**src/rtl/vga_pkg.sv**
```systemverilog
// vga_pkg: shared definitions for the trace sweeper.
//   - state_t       : sweep FSM states
//   - *_DEF         : default geometry (column width, last column, sample width, colour width)
//   - COLOR_*       : palette colour constants
//   - ch_width()    : width of a channel index for a given channel count
package vga_pkg;

   typedef enum logic [2:0] {
      IDLE  = 3'd0,
      FETCH = 3'd1,
      WAIT  = 3'd2,
      EMIT  = 3'd3,
      DONE  = 3'd4
   } state_t;

   localparam int X_W_DEF     = 8;
   localparam int X_MAX_DEF   = 159;
   localparam int Y_W_DEF     = 8;
   localparam int COLOR_W_DEF = 12;

   localparam logic [11:0] COLOR_RED   = 12'hF00;
   localparam logic [11:0] COLOR_GREEN = 12'h0F0;

   // A single channel still needs a 1-bit index so the vectors stay legal.
   function automatic int ch_width(input int n);
      return (n > 1) ? $clog2(n) : 1;
   endfunction

endpackage

```
**src/rtl/vga_col_counter.sv**
```systemverilog
// vga_col_counter: column / channel position of the sweep.
//   clk, reset : clock, asynchronous active-low reset
//   clr        : restart at column 0, channel 0
//   adv        : step to the next column (wraps at X_MAX into the next channel)
//   x, ch      : current column and channel
//   last       : final column of the final channel
module vga_col_counter
   import vga_pkg::*;
#(
   parameter int X_W    = X_W_DEF,
   parameter int X_MAX  = X_MAX_DEF,
   parameter int NUM_CH = 2,
   parameter int CH_W   = ch_width(NUM_CH)
)(
   input  logic            clk,
   input  logic            reset,
   input  logic            clr,
   input  logic            adv,
   output logic [X_W-1:0]  x,
   output logic [CH_W-1:0] ch,
   output logic            last
);

   logic [X_W-1:0]  x_r;
   logic [CH_W-1:0] ch_r;
   logic            at_max_s;
   logic            last_ch_s;

   assign at_max_s  = (x_r == X_W'(X_MAX));
   assign last_ch_s = (ch_r == CH_W'(NUM_CH - 1));
   assign x         = x_r;
   assign ch        = ch_r;
   assign last      = at_max_s && last_ch_s;

   // Column/channel position; column wraps to 0 at X_MAX, never to the counter's natural limit.
   always_ff @(posedge clk or negedge reset) begin
      if (!reset) begin
         x_r  <= '0;
         ch_r <= '0;
      end else if (clr) begin
         x_r  <= '0;
         ch_r <= '0;
      end else if (adv) begin
         if (at_max_s) begin
            x_r  <= '0;
            ch_r <= last_ch_s ? ch_r : ch_r + CH_W'(1);
         end else begin
            x_r  <= x_r + X_W'(1);
         end
      end
   end

endmodule

```
**src/rtl/vga_trace_sweep.sv**
```systemverilog
// vga_trace_sweep: sweeps columns 0..X_MAX per channel and emits one plot pixel per column.
//   clk, reset           : clock, asynchronous active-low reset
//   start, mode, phase   : sweep request; mode/phase latched when the request is accepted
//   adc_data             : live samples (mode 1), channel 0 in LSBs
//   rom_addr, rom_q      : external waveform ROM (mode 0), data ROM_LAT clocks after address issue
//   pix_valid/ready      : pixel handshake; pix_x/pix_y/pix_color held while stalled
//   busy, done           : sweep in progress; one-cycle end-of-frame pulse
module vga_trace_sweep
   import vga_pkg::*;
#(
   parameter int X_W     = X_W_DEF,
   parameter int X_MAX   = X_MAX_DEF,
   parameter int Y_W     = Y_W_DEF,
   parameter int NUM_CH  = 2,
   parameter int ROM_LAT = 1,
   parameter int COLOR_W = COLOR_W_DEF,
   parameter logic [NUM_CH*COLOR_W-1:0] PALETTE = {COLOR_RED, COLOR_GREEN}
)(
   input  logic                    clk,
   input  logic                    reset,
   input  logic                    start,
   input  logic                    mode,
   input  logic [NUM_CH*X_W-1:0]   phase,
   input  logic [NUM_CH*Y_W-1:0]   adc_data,
   output logic [X_W-1:0]          rom_addr,
   input  logic [Y_W-1:0]          rom_q,
   output logic                    pix_valid,
   input  logic                    pix_ready,
   output logic [X_W-1:0]          pix_x,
   output logic [Y_W-1:0]          pix_y,
   output logic [COLOR_W-1:0]      pix_color,
   output logic                    busy,
   output logic                    done
);

   localparam int CH_W  = ch_width(NUM_CH);
   localparam int LAT_W = 2;

   state_t                  state_r, state_s;
   logic                    mode_r;
   logic [NUM_CH*X_W-1:0]   phase_r;
   logic [LAT_W-1:0]        lat_cnt_r;
   logic [X_W-1:0]          rom_addr_r;
   logic                    pix_valid_r;
   logic [X_W-1:0]          pix_x_r;
   logic [Y_W-1:0]          pix_y_r;
   logic [COLOR_W-1:0]      pix_color_r;
   logic                    busy_r;
   logic                    done_r;

   logic [X_W-1:0]          x_s;
   logic [CH_W-1:0]         ch_s;
   logic                    last_s;
   logic                    clr_s;
   logic                    adv_s;
   logic                    lat_last_s;
   logic [X_W-1:0]          phase_sel_s;
   logic [Y_W-1:0]          adc_sel_s;
   logic [COLOR_W-1:0]      color_sel_s;

   assign clr_s      = (state_r == IDLE) && start;
   assign adv_s      = (state_r == EMIT) && pix_ready;
   assign lat_last_s = (lat_cnt_r == LAT_W'(ROM_LAT));

   assign rom_addr   = rom_addr_r;
   assign pix_valid  = pix_valid_r;
   assign pix_x      = pix_x_r;
   assign pix_y      = pix_y_r;
   assign pix_color  = pix_color_r;
   assign busy       = busy_r;
   assign done       = done_r;

   vga_col_counter #(
      .X_W    (X_W),
      .X_MAX  (X_MAX),
      .NUM_CH (NUM_CH),
      .CH_W   (CH_W)
   ) u_col (
      .clk   (clk),
      .reset (reset),
      .clr   (clr_s),
      .adv   (adv_s),
      .x     (x_s),
      .ch    (ch_s),
      .last  (last_s)
   );

   // Per-channel selection of phase offset, live sample and palette colour.
   always_comb begin
      phase_sel_s = '0;
      adc_sel_s   = '0;
      color_sel_s = '0;
      for (int i = 0; i < NUM_CH; i++) begin
         if (ch_s == CH_W'(i)) begin
            phase_sel_s = phase_r[i*X_W +: X_W];
            adc_sel_s   = adc_data[i*Y_W +: Y_W];
            color_sel_s = PALETTE[i*COLOR_W +: COLOR_W];
         end else begin
            phase_sel_s = phase_sel_s;
            adc_sel_s   = adc_sel_s;
            color_sel_s = color_sel_s;
         end
      end
   end

   // Next-state logic of the sweep FSM.
   always_comb begin
      state_s = state_r;
      case (state_r)
         IDLE:    state_s = start ? FETCH : IDLE;
         FETCH:   state_s = mode_r ? EMIT : WAIT;
         WAIT:    state_s = lat_last_s ? EMIT : WAIT;
         EMIT: begin
            if (pix_ready) begin
               state_s = last_s ? DONE : FETCH;
            end else begin
               state_s = EMIT;
            end
         end
         DONE:    state_s = IDLE;
         default: state_s = IDLE;
      endcase
   end

   // FSM state register.
   always_ff @(posedge clk or negedge reset) begin
      if (!reset) begin
         state_r <= IDLE;
      end else begin
         state_r <= state_s;
      end
   end

   // Datapath: latched request, ROM address, latency count, pixel and status outputs.
   // lat_cnt starts at 1 because the address-issue clock itself counts toward ROM_LAT.
   always_ff @(posedge clk or negedge reset) begin
      if (!reset) begin
         mode_r      <= 1'b0;
         phase_r     <= '0;
         lat_cnt_r   <= '0;
         rom_addr_r  <= '0;
         pix_valid_r <= 1'b0;
         pix_x_r     <= '0;
         pix_y_r     <= '0;
         pix_color_r <= '0;
         busy_r      <= 1'b0;
         done_r      <= 1'b0;
      end else begin
         case (state_r)
            IDLE: begin
               if (start) begin
                  mode_r  <= mode;
                  phase_r <= phase;
               end
            end
            FETCH: begin
               rom_addr_r  <= x_s + phase_sel_s;
               pix_x_r     <= x_s;
               pix_color_r <= color_sel_s;
               lat_cnt_r   <= LAT_W'(1);
               if (mode_r) begin
                  pix_y_r <= adc_sel_s;
               end
            end
            WAIT: begin
               lat_cnt_r <= lat_cnt_r + LAT_W'(1);
               if (lat_last_s) begin
                  pix_y_r <= rom_q;
               end
            end
            default: begin
               lat_cnt_r <= lat_cnt_r;
            end
         endcase
         pix_valid_r <= (state_s == EMIT);
         busy_r      <= (state_s == FETCH) || (state_s == WAIT) || (state_s == EMIT);
         done_r      <= (state_s == DONE);
      end
   end

endmodule

```
**config.mk**
```make
export PLATFORM = sky130hd
export DESIGN_NAME = vga_trace_sweep
export DESIGN_NICKNAME = d
export VERILOG_FILES = /design/src/rtl/vga_pkg.sv /design/src/rtl/vga_col_counter.sv /design/src/rtl/vga_trace_sweep.sv
export SDC_FILE = /design/constraint.sdc
export NUM_CORES = 1
export LEC_CHECK = 0
export ABC_AREA = 1
export BUFFER_PORTS_ARGS = -buffer_cell sky130_fd_sc_hd__buf_2
export CAP_MARGIN = 20
export CORE_ASPECT_RATIO = 1.2
export CORE_MARGIN = 3
export CORE_UTILIZATION = 40
export CTS_BUF_LIST = sky130_fd_sc_hd__clkbuf_4
export DETAILED_ROUTE_END_ITERATION = 10
export GPL_TIMING_DRIVEN = 0
export PLACE_DENSITY_LB_ADDON = 0.12
export SYNTH_ARGS = -nofsm -noshare
export SYNTH_HDL_FRONTEND = slang
export SYNTH_SLANG_ARGS = --single-unit
```
**constraint.sdc**
```tcl
create_clock -name clk -period 5.7 [get_ports clk]
set_input_delay 1.14 -clock clk [delete_from_list [all_inputs] [get_ports clk]]
set_output_delay 1.14 -clock clk [all_outputs]
set_load 0.005 [all_outputs]
```
; Yosys cells after proc, flatten, opt, wreduce, memory -nomap -nowiden
; Cells that the tools add are included.
; Widths: inputs -> output; s select.
[op_classes]
addsub = 4
n_mul = 0
div_mod_pow = 0
magnitude_cmp = 0
eq_ne = 11
shifts = 0
muxes = 20
bitwise_logic = 0
n_reduce_logical = 12
[ops]
columns = cell, n
row1 = $mux 8, 7
row2 = $pmux 8 s2, 1
row3 = $eq 3x2->1 const B, 4
row4 = $mux 12, 1
row5 = $pmux 3 s4, 1
row6 = $add 8x1->8 const B, 1
row7 = $add 8x8->8, 1
row8 = $eq 8x8->1 const B, 1
row9 = $mux 1, 7
row10 = $eq 3x1->1 const B, 2
row11 = $mux 3, 2
row12 = $reduce_bool 2->1, 3
row13 = $ne 2x2->1 const B, 2
row14 = $pmux 2 s2, 1
row15 = $reduce_and 2->1, 2
row16 = $eq 3x3->1 const B, 1
row17 = $logic_and 1x1->1, 3
row18 = $logic_not 3->1, 1
row19 = $reduce_and 3->1, 1
row20 = $add 2x1->2 const B, 1
row21 = $eq 2x1->1 const B, 1
row22 = $logic_or 1x1->1, 2
row23 = $add 1x1->1 const B, 1
[word_totals]
register_bits = 70
latch_bits = 0
ram_bits = 0
mem_bits_ro = 0
in_bits = 45
out_inout_bits = 39
word_cells = 60
n_memories = 0

; Longest topological paths before layout
; Gate-level depths: netlist of the first run.
[depth]
depth_word = 8
ltp_mapped = 13
mapped_depth_nobuf = 12

; Modules after synthesis
; Synthesis of the first run repeated with hierarchy kept, for this count alone.
[unflattened]
hier_cells = 413
hier_area_um2 = 3215.6
[by_module_without_submodules]
columns = mod, instances, cells_per_inst, area_each_um2, seq_area_each_um2
row1 = vga_trace_sweep, 1, 347, 2685.1, 1276.2
row2 = vga_col_counter, 1, 66, 530.5, 225.2

; Worst setup path after synthesis of the first run
; No wires, ideal clock.
[synth_timing]
kind = flip-flop to flip-flop
startpoint = register u_col.ch_r (netlist: u_col.ch)
endpoint = register rom_addr_r[5] (netlist: rom_addr[5])
setup_time_ps = 117
arrival_time_ps = 1723
required_ps = 5583
path_slack_ps = 3859
path_stages_with_launch = 13
path_buffers = 2
synth_period_minus_slack_ps = 1841
path_cell_list = dfrtp_1 -> buf_2 -> buf_2 -> o21ai_0 -> inv_1 -> ha_1 -> nand3_1 -> nand2_1 -> nand2_1 -> nand2_1 -> nand2_1 -> nand3_1 -> nand2_1
[synth_via]
elab_chain_cells = 2
[synth_lines]
columns = item, line
row1 = start: declaration, vga_col_counter.sv:25  ; logic [CH_W-1:0] ch_r;
row2 = start signal: assignment, vga_col_counter.sv:46  ; ch_r <= last_ch_s ? ch_r : ch_r + CH_W'(1);
row3 = $mux 8, vga_trace_sweep.sv:94  ; if (ch_s == CH_W'(i)) begin
row4 = $add 8x8->8, vga_trace_sweep.sv:157  ; rom_addr_r <= x_s + phase_sel_s;
row5 = end signal: assignment, vga_trace_sweep.sv:157
row6 = end: declaration, vga_trace_sweep.sv:43  ; logic [X_W-1:0] rom_addr_r;
; Every way passes these cells.
; A chain may end at the register's enable or synchronous reset.

==> results by group, run 1 <==
Global routing
  – GRT overflow: 0
  – Initial antenna violation count: 0
  – First-pass GRT wire length: roughly 12000 um
  – Global-route usage over all layers: between 15 and 20%
  – Pin count of the biggest net entering global routing: 32
  – Number of global-route vias before repair: around 2500

Cells and area
  – Net count, final: approximately 550
  – ANT cells: 0
  – Fin cells: between 500 and 600
  – Layout cells sized above 1: roughly a quarter
  – Area growth syn-to-layout: 21.5%

Timing
  – TNS Setup: 0 ns
  – Worst-margin pin slew: between 0.7 and 0.8 ns
  – Worst slew margin: a little over half
  – RSZ-0062 raised after global routing: no
  – FMAX: approximately 0.45 GHz
  – Period utilisation layout: between 30% and 40%
  – Setup-failing EPs final: 0
  – Final slew viol count: 0
  – Skew final: roughly 0.0056 ns
  – Post-route minimum period: roughly 2.2 ns
  – Final hold vios: 0

Worst setup path
  – CP arrival: roughly 1.1 ns
  – WP data required: roughly 4.6 ns
  – R2r startpoint: u_col.ch
  – Worst setup path startpoint: pix_color[10]
  – Critical path fanouts, max: 5
  – Crit. End Element: output pin
  – Kind of critical path: reg -> out
  – Startpoint Class: register

Yosys
  – Syn avg cell area: just under 8 um2
  – Seq cells post-synth: 60
  – Primary FF master, synth: dfrtp_1
  – Count of mapped cells out of synthesis: 404
  – Unique masters post-synth: 28
  – Syn. warnings: 0
  – Netlist Area Pre-Place: 3130 um2
  – Seq/Total Area, Yosys: a little under half
  – Fraction of registers with async set or reset after synthesis: 100%
  – Post-synth EDFFs: 0

Floorplanning
  – Die area: 8930 um2
  – Die height: roughly 100 um
  – Core area: 7440 um2
  – Site Rows: 34
  – Die width: 86.8 um
  – Initial Utilization: 42.1%
  – IO Pins: between 80 and 90

Pwr
  – Leak: between 2 and 2.5 nW
  – Max IR drop VDD: 243 uV
  – Pwr Density: just under 500 nW/um2

CTS
  – Worst-path clk slew: about 0.09 ns
  – TritonCTS clock tree: built
  – Hold-fix buffers, CTS: 0
  – Setup Buffers After CTS: 0
  – Num CTS Buffers: 9
  – Clock insertion delay at the later pin of the skew report: around 0.4 ns
  – TritonCTS Sinks: 60
  – Clock Tree Buf Depth: 2
  – Root Driver: clkbuf_4
  – Post-CTS sizing: 0
  – H-tree depth: 3

Placement
  – GP Congestion: about 0.86
  – HPWL reported at the end of detailed placement: around 5800 um
  – Placed insts: roughly 580
  – # port buffers: around 80

Drt
  – Drt total wl: about 7300 um
  – Average wire per standard cell: 12.4 um
  – Starting DRT DRC Count: between 100 and 150
  – DRT Pass-1 Iters: 4
  – Via/cell ratio: 4.65
  – Via count: 2756
  – Antenna-violating nets left: 0
  – DRC Markers: 0

Hold path
  – HP Start: pix_x[2]
  – Worst Hold Class: reg -> reg

Flow run
  – Maxcap violations: 0

Status
  – Outcome: finished, final reports clean
[synthesized netlist by cell type (3+ instances only)]
library cell  instances  area [um2]
o22ai_1               3        18.8
nand3_1              27         135
nor3_1                4        20.0
o21ai_0              25         125
nand2_1             157         589
a21oi_1              17        85.1
buf_4                13        97.6
nor2_1               20        75.1
inv_1                37         139
buf_2                 8        40.0
dfrtp_1              60        1500
ha_1                  9         113
[critical path, cell delays in order, from the launching register on]
cell and delay (ns):
dfrtp_1 0.42, buf_4 0.14, buf_2 0.11
[worst paths after layout]
| kind | to | slack [ns] | depth (start not counted) |
|---|---|---|---|
| min | pix_x[2] | 0.48 | 2 |
| min in group asynchronous | rom_addr[0] | 0.78 | 1 |
| max | pix_color[11] | 3.49 | 2 |
| max in group asynchronous | pix_y[2] | 4.31 | 2 |
| max reg2reg | rom_addr[5] | 3.53 | 12 |
| min reg2reg | pix_x[2] | 0.48 | 2 |
[power by group]
| part | switching (mW) | internal (mW) |
|---|---|---|
| Clock | 0.147 | 0.151 |
| Sequential | 0.116 | 0.603 |
| Combinational | 0.501 | 0.369 |
[sequential cells by signal, summed over array words and instances, names as in the netlist]
register,flops
state_r,3
pix_color,2
u_col.ch,1
lat_cnt_r,2
rom_addr,8
pix_x,8
phase_r,16
pix_y,8
u_col.x,8
pix_valid,1
mode_r,1
busy,1
done,1
[layout by cell type, fill, tap and decap left out, types with 2 or more instances in the layout]
cell and instances:
nand2_1 157, o22ai_1 3, nand3_1 27, buf_4 13
dfrtp_1 60, nand2_4 2, nand3_2 2, nand2_2 2
inv_1 37, nor3_1 4, ha_1 9, clkbuf_4 13
xor2_1 2, nand4_1 2, or2_2 2, conb_1 4
xnor2_1 2, inv_2 2, o21ai_0 25, nor2_1 20
clkinv_1 3, a21oi_1 17, buf_2 87
[logic make-up (layout without fill, tap and decap cells)]
kind of cell / count (synthesis) / count (layout) / share of synthesized area, %
AND/OR/NAND/NOR: 220 / 220 / 29.3
buffers and inverters: 62 / 158 / 9.55
flip-flops: 60 / 60 / 47.9
AO/OA/AOI/OAI: 47 / 47 / 7.75
adder cells (fa/ha/maj): 10 / 10 / 4.24
XOR/XNOR: 4 / 4 / 1.12
other: 1 / 4 / 0.120
[through the flow]
| step | setup slack [ns] | hold WS [ns] | utilization, % | power, mW | cell area [um2] |
|---|---|---|---|---|---|
| after floorplan | 3.86 | 0.441 | - | 1.31 | 3140 |
| after global placement | 3.33 | 0.457 | 49.0 | 1.59 | 3650 |
| after detailed placement | 3.52 | 0.461 | 49.3 | 1.61 | 3670 |
| after CTS | 3.45 | 0.484 | 51.1 | 1.91 | 3810 |
| after global routing | 3.32 | 0.504 | 51.1 | 2.08 | 3810 |
| final | 3.49 | 0.480 | 51.1 | 1.89 | 3810 |
[layout make-up]
cell class	count	area (um2)
fill	769	3640
sequential	60	1500
multi-input combinational	285	1340
timing repair buffer	80	415
inverter	40	150
buffer	22	149
tap	90	113
clock buffer	13	97.6
clock inverter	3	37.5
[layer usage]
layer,up-vias,global-route usage [%],share of wire (%)
li1,1445,-,-
met1,1243,22.4,46
met2,62,28.0,49
met3,6,4.24,4.6
met4,0,7.55,0.83
met5,-,0,0
(Power assumes the default switching activity.)
==> run 2: changes to the inputs <==
- clock period: 5.7 -> 1.8 ns (I/O delays scaled with it)
==> run 2 against run 1 <==
  * Sequential cell count unchanged
  * Non-clock buffer count up 19
  * Total power increased to 3.7 times the previous value
  * Clock power rose to 3.7 times the previous value
  * Clock skew up 0.0091 ns
  * Cell count up 3.2%
  * Wire length up 14%
  * Sequential share of layout area down 4.4 points
  * Register-to-register slack worse by 3.5 ns
  * Utilization rose by 6.4 points
  * Hold slack got worse by 0.35 ns
  * Clock-buffer cell count shrank 4
==> results by group, run 2 (synthesis results as in run 1) <==
Cells and area
  – ANT cells: 0 (unchanged)
  – Layout cells sized above 1: 37.7% (+12 points)
  – Multi-input gate area: 1610 um2 (+20%)
  – Most frequent cells in the layout: nand2_1 (133), buf_2 (84), dfrtp_1 (59), inv_1 (33), buf_4 (30)
  – Fin cells: 612 (+3.2%)
  – Area growth syn-to-layout: 36.8%
  – Max reg flops: 16 (unchanged)
  – # fillers: 712 (-7.4%)
  – Largest reg by FF count: phase_r
  – Most common cell after layout, fill and taps aside: nand2_1
  – Register area: 1500 um2 (about the same)
  – Net count, final: 572 (+3.4%)

Global routing
  – Routing usage on met3: 4.00% (-0.24 points)
  – Global-route usage over all layers: 19.1% (+1.7 points)
  – Pin count of the biggest net entering global routing: 40 (+25%)
  – Initial antenna violation count: 0 (unchanged)
  – Number of global-route vias before repair: 2936 (+16%)
  – Busiest layer in global routing: met2
  – First-pass GRT wire length: 13300 um (+10%)
  – M2 GR Usage: 33.6% (+5.6 points)
  – Met1 global-route usage: 22.5% (+0.077 points)
  – GRT overflow: 0 (unchanged)

Hold path
  – WHS Endpoint: phase_r[2]
  – Hold path depth: 3 (+1)
  – Worst Hold Class: in -> reg
  – HP Start: phase[2]

Pwr
  – Sw Share: 41.8% (+1.3 points)
  – P_sw: 2.91 mW (+280%)
  – Clock share of power: 15.9% (about the same)
  – Internal Power: 4.04 mW (+260%)
  – Comb pwr share: 50.6% (+4.5 points)
  – Max IR drop VDD: 982 uV (+300%)
  – Pwr Density: 1620 nW/um2 (+230%)
  – Seq pwr share: 33.5% (-4.6 points)
  – Leak: 2.30 nW (+6.2%)

Flow run
  – Maxcap violations: 0 (unchanged)

Worst setup path
  – Crit. End Element: register
  – Startpoint Class: register
  – R2r startpoint: u_col.ch
  – Slowest cell on the critical path: dfrtp_2
  – CP arrival: 2.10 ns (+1.03 ns)
  – WP data required: 2.12 ns (-2.44 ns)
  – Critical path fanouts, max: 7 (+2)
  – Worst path max stage delay: 0.43 ns (about the same)
  – Worst path buffer plus inverter count: 4 (+2)
  – Worst path cell trace: clkinv_4 -> buf_8 -> buf_6 -> nand2_2 -> nand2_2 -> ha_4 -> nand2_2 -> inv_2 -> nand3_2 -> nand3_2 -> nand2_2 -> nand3_2 -> nand2_1
  – CP delay by family, top: simple AND/OR/NAND/NOR gates
  – FF-to-FF path depth: 13 (+1)
  – Flop-to-flop setup slack: 0.02 ns (-3.51 ns)
  – Terminus of the critical flop-to-flop path: rom_addr[6]
  – CP dominant cell by count: nand2_2
  – Kind of critical path: reg -> reg

Drt
  – Via count: 2957 (+7.3%)
  – Drt total wl: 8370 um (+14%)
  – DRC Markers: 0 (unchanged)
  – Antenna-violating nets left: 0 (unchanged)
  – Average wire per standard cell: 13.7 um (+11%)
  – DRT Pass-1 Iters: 4 (unchanged)
  – Via/cell ratio: 4.83 (+4.0%)
  – Starting DRT DRC Count: 131 (+7.4%)

Timing
  – Period utilisation layout: a little over nine tenths
  – Post-route minimum period: ~1.8 ns
  – RSZ-0062 raised after global routing: yes
  – Worst hold margin: 0.132 ns (-0.347 ns)
  – FMAX: 0.562 GHz
  – Setup-failing EPs final: 0 (unchanged)
  – Final slew viol count: 0 (unchanged)
  – Skew final: 0.0147 ns (+0.00912 ns)
  – Final hold vios: 0 (unchanged)

Floorplanning
  – Die area: 8930 um2 (unchanged)
  – IO Pins: 84 (unchanged)
  – Die width: 86.8 um (unchanged)
  – Site Rows: 34 (unchanged)
  – Die height: 103 um (unchanged)
  – Initial Utilization: 42.1% (unchanged)
  – Core area: 7440 um2 (unchanged)

Status
  – Outcome: finished, final reports clean

CTS
  – Root Driver: clkbuf_4
  – Clock insertion delay at the later pin of the skew report: 0.42 ns (+0.03 ns)
  – TritonCTS Sinks: 60 (unchanged)
  – TritonCTS clock tree: built
  – Worst-path clk slew: 0.12 ns (+0.03 ns)
  – Clock Tree Buf Depth: 2 (unchanged)
  – Num CTS Buffers: 9 (unchanged)
  – H-tree depth: 3 (unchanged)

Placement
  – Placed insts: 577 (unchanged)
  – GP Congestion: 0.841 (-2.7%)
  – HPWL reported at the end of detailed placement: 5870 um (+1.3%)
  – # port buffers: 79 (unchanged)
run 2: cell types whose count changed in the layout (fill, tap and decap cells not counted), sizes merged:
cell         before  now
buf             102  120
clkbuf           13    9
clkinvlp          0    2
bufinv            1    2
clkinv            3    4
dlygate4sd3       0    1
run 2: worst max path at each step:
stage	from	end	slack, ns	cells after the start
detailed placement	u_col.ch	rom_addr[5]	-0.35	12
global placement	u_col.ch	rom_addr[5]	-0.30	12
finish	u_col.ch	rom_addr[6]	0.02	13
floorplan	u_col.ch	rom_addr[5]	0.02	12
CTS	u_col.ch	rom_addr[6]	-0.03	13
global route	u_col.ch	rom_addr[7]	-0.07	13
run 2: metrics by stage:
stage / total power [mW] / worst slack, ns / area, um2 / TNS (ns) / utilization (%)
final: 6.95 / 0.0217 / 4280 / 0 / 57.5
after CTS: 6.48 / -0.0266 / 4080 / -0.0694 / 54.8
after global placement: 5.04 / -0.296 / 3660 / -1.56 / 49.1
after global routing: 7.52 / -0.0684 / 4280 / -0.195 / 57.5
after detailed placement: 5.11 / -0.349 / 3680 / -1.78 / 49.4
after floorplan: 4.16 / 0.0236 / 3150 / 0 / -
run 2: routing by layer:
metal | wire (um) | vias up
met5 | 0 | -
met3 | 473 | 12
met2 | 4310 | 84
met4 | 138 | 0
li1 | - | 1483
met1 | 3440 | 1378
run 2: power groups by stage:
stage	combinational [mW]	sequential (mW)	clock [mW]
finish	3.52	2.33	1.10
detailed placement	2.81	2.31	0
CTS	3.06	2.30	1.12
global placement	2.75	2.29	0
floorplan	1.89	2.27	0
global route	3.94	2.40	1.18
run 2: cell type report:
cell class              instances  share of cell area, %
multi-input cells             285                   37.5
flip-flops and latches         60                   35.1
repair buffers                100                   13.5
plain buffers                  21                   3.94
inverters                      40                   3.62
well taps                      90                   2.63
clock inverters                 7                   2.13
clock buffers                   9                   1.58
run 2: worst min-delay path, cell delays in order:
cell     delay (ns)
buf_2          0.08
nand2_1        0.04
nand2_1        0.05
run 2: repair_timing:
action	in CTS	in global routing
buffers inserted	15	5
hold buffers	1	0
setup endpoints to repair	7	11
endpoints found under the hold margin	21	0
pin swaps	8	24
gates resized for setup	29	47
==> run 3: changes to the inputs <==
- ABC_AREA: 1 -> not set
- CAP_MARGIN: 20 -> not set
==> run 3 against run 2 <==
  * The run now ends with negative setup slack left
  * Highest routed layer unchanged
  * Utilization down 2.8 points
  * Hold slack got worse by 0.12 ns
  * Maximum frequency is 20% lower
  * Largest power group unchanged
==> results by group, run 3 <==
Drt
  – Antenna-violating nets left: 0 (unchanged)
  – Via count: 2450 (-17%)
  – Via/cell ratio: 4.90 (+1.4%)
  – DRC Markers: 0 (unchanged)
  – Average wire per standard cell: 14.1 um (+3.2%)
  – Starting DRT DRC Count: 88 (-33%)
  – DRT Pass-1 Iters: 4 (unchanged)
  – Drt total wl: 7050 um (-16%)

Yosys
  – Seq/Total Area, Yosys: 49.5% (+1.5 points)
  – Unique masters post-synth: 45 (+61%)
  – Fraction of registers with async set or reset after synthesis: 100% (unchanged)
  – Top cells by area, synth: dfrtp_1 (49%), nand2_1 (6.6%), mux2_2 (4.5%)
  – Seq cells post-synth: 60 (unchanged)
  – Primary FF master, synth: dfrtp_1
  – Most frequent cells after synthesis: dfrtp_1 (60), nand2_1 (53), a21oi_1 (19), nor2_1 (19), o21ai_0 (16)
  – Most common cell in the netlist: dfrtp_1
  – Count of mapped cells out of synthesis: 298 (-26%)
  – Syn avg cell area: 10.2 um2 (+31%)
  – Post-synth EDFFs: 0 (unchanged)
  – Cell taking the most area after synthesis: dfrtp_1
  – Netlist Area Pre-Place: 3040 um2 (-3.1%)
  – Post-synth top area share: 49.5% (+1.5 points)
  – Syn. warnings: 0 (unchanged)

Pwr
  – Overall power: 5.54 mW (-20%)
  – Sw Share: 36.1% (-5.8 points)
  – Seq pwr share: 38.9% (+5.4 points)
  – Clock share of power: 15.8% (about the same)
  – P_sw: 2.00 mW (-31%)
  – Max IR drop VDD: 779 uV (-21%)
  – Leak: 1.99 nW (-13%)
  – Pwr Density: 1380 nW/um2 (-15%)
  – Internal Power: 3.54 mW (-12%)
  – Comb pwr share: 45.3% (-5.3 points)

Placement
  – GP Congestion: 0.781 (-7.0%)
  – # port buffers: 79 (unchanged)
  – Placed insts: 470 (-19%)
  – HPWL reported at the end of detailed placement: 5000 um (-15%)

Cells and area
  – Area growth syn-to-layout: 31.9%
  – Most common cell after layout, fill and taps aside: buf_2
  – Max reg flops: 16 (unchanged)
  – Layout cells sized above 1: 40.7% (+3.0 points)
  – Most frequent cells in the layout: buf_2 (84), dfrtp_1 (58), nand2_1 (53), buf_4 (28), nor2_1 (19)
  – Fin cells: 500 (-18%)
  – # fillers: 684 (-3.9%)
  – ANT cells: 0 (unchanged)
  – Largest reg by FF count: phase_r
  – Net count, final: 462 (-19%)

Worst setup path
  – CP arrival: 2.49 ns (+0.39 ns)
  – WP data required: 2.06 ns (-0.06 ns)
  – Startpoint Class: register
  – FF-to-FF path depth: 10 (-3)
  – Terminus of the critical flop-to-flop path: rom_addr[6]
  – Critical path fanouts, max: 3 (-4)
  – Kind of critical path: reg -> reg
  – Worst setup path startpoint: u_col.ch
  – R2r startpoint: u_col.ch
  – CP Capture Point: rom_addr[6]
  – Crit. End Element: register
  – Flop-to-flop setup slack: -0.43 ns (-0.45 ns)

CTS
  – TritonCTS Sinks: 60 (unchanged)
  – Num CTS Buffers: 9 (unchanged)
  – Clock insertion delay at the later pin of the skew report: 0.40 ns (-0.02 ns)
  – H-tree depth: 3 (unchanged)
  – Clock Tree Buf Depth: 2 (unchanged)
  – Root Driver: clkbuf_4
  – TritonCTS clock tree: built
  – Worst-path clk slew: 0.10 ns (-0.02 ns)

Timing
  – Worst-margin pin slew: about 0.75 ns
  – Setup-failing EPs final: 10 (+10)
  – FMAX: 0.449 GHz (-20%)
  – Worst slew margin: between 50% and 60%
  – Skew final: 0.0169 ns (+0.00218 ns)
  – Period utilisation layout: 124% (+25 points)
  – TNS Setup: -1.56 ns (-1.56 ns)
  – Setup ws final: -0.425 ns (-0.447 ns)
  – RSZ-0062 raised after global routing: yes
  – Worst hold margin: 0.0108 ns (-0.122 ns)
  – Final hold vios: 0 (unchanged)
  – Final slew viol count: 0 (unchanged)
  – Post-route minimum period: 2.23 ns (+0.447 ns)

Floorplanning
  – IO Pins: 84 (unchanged)
  – Initial Utilization: 41.5% (-0.58 points)
  – Core area: 7320 um2 (-1.7%)
  – Die width: 85.5 um (-1.4%)
  – Die area: 8670 um2 (-2.9%)
  – Site Rows: 34 (unchanged)
  – Die height: 101 um (-1.5%)

Status
  – Violated checks: negative setup slack
  – Outcome: finished, violations left

Global routing
  – GRT overflow: 0 (unchanged)
  – Global-route usage over all layers: 17.2% (-1.9 points)
  – First-pass GRT wire length: 11600 um (-13%)
  – Pin count of the biggest net entering global routing: 61 (+53%)
  – Initial antenna violation count: 0 (unchanged)
  – Number of global-route vias before repair: 2411 (-18%)

Flow run
  – Maxcap violations: 0 (unchanged)

Hold path
  – Worst Hold Class: in -> async
[run 3: layout make-up]
type,instances,area (um2),share of cell area [%]
sequential,60,1500,37.6
timing repair buffer,97,544,13.6
buffer,22,155,3.88
inverter,8,30.0,0.750
clock inverter,4,42.5,1.06
multi-input combinational,209,1540,38.5
clock buffer,10,75.1,1.88
tap,90,113,2.81
[run 3: worst max-delay path, cell delays in order, from the launching register on]
cell      delay [ns]
dfrtp_2         0.43
buf_12          0.13
mux2_4          0.31
ha_4            0.17
inv_2           0.05
fa_2            0.20
nor2b_2         0.05
o31a_1          0.27
o21ai_2         0.16
mux2i_1         0.20
o311ai_1        0.11
[run 3: worst min path at each step]
stage | endpoint | slack [ns] | depth (start not counted)
final | pix_y[0] | 0.01 | 1
after global routing | pix_y[0] | 0.07 | 1
after CTS | phase_r[11] | 0.15 | 2
after detailed placement | pix_x[5] | 0.46 | 2
after global placement | pix_x[5] | 0.46 | 2
after floorplan | busy | 0.06 | 0
[run 3: per-layer routing]
layer	up-vias	routed length [um]	track usage, %
li1	1222	-	-
met4	0	125	7.67
met5	-	0	0
met2	53	3600	29.5
met1	1163	2970	21.1
met3	12	361	3.01
[run 3: power by group through the flow]
stage | Combinational, mW | Clock [mW] | Sequential [mW]
floorplan | 1.46 | 0 | 2.14
global placement | 2.09 | 0 | 2.17
detailed placement | 2.13 | 0 | 2.19
CTS | 2.33 | 0.903 | 2.16
global route | 2.86 | 0.957 | 2.23
finish | 2.51 | 0.877 | 2.16
[run 3: timing repair]
| action | 4_1_cts | 5_1_grt |
|---|---|---|
| setup buffers | 11 | 8 |
| pin swaps | 11 | 14 |
| gates resized for setup | 18 | 17 |
| endpoints found under the hold margin | 0 | 0 |
| endpoints found under the setup margin | 18 | 29 |
| hold buffers | 0 | 0 |
[run 3: cell families (layout without fill, tap and decap cells)]
kind of cell    count (synthesis)  count (layout)  synth area share, %
simple gates                   99              99                 15.7
flops                          60              60                 49.5
compound gates                 53              53                 9.89
mux                            35              35                 12.5
buf+inv                        32             141                 5.65
fa+ha+maj                      10              10                 4.37
xor+xnor                        8               8                 2.31
other cells                     1               4                0.124
[run 3: through the flow]
| step | area [um2] | worst slack, ns | util [%] |
|---|---|---|---|
| floorplan | 3090 | -0.397 | - |
| global placement | 3600 | -0.733 | 49.2 |
| detailed placement | 3600 | -0.725 | 49.2 |
| CTS | 3900 | -0.535 | 53.3 |
| global route | 4000 | -0.551 | 54.7 |
| finish | 4000 | -0.425 | 54.7 |
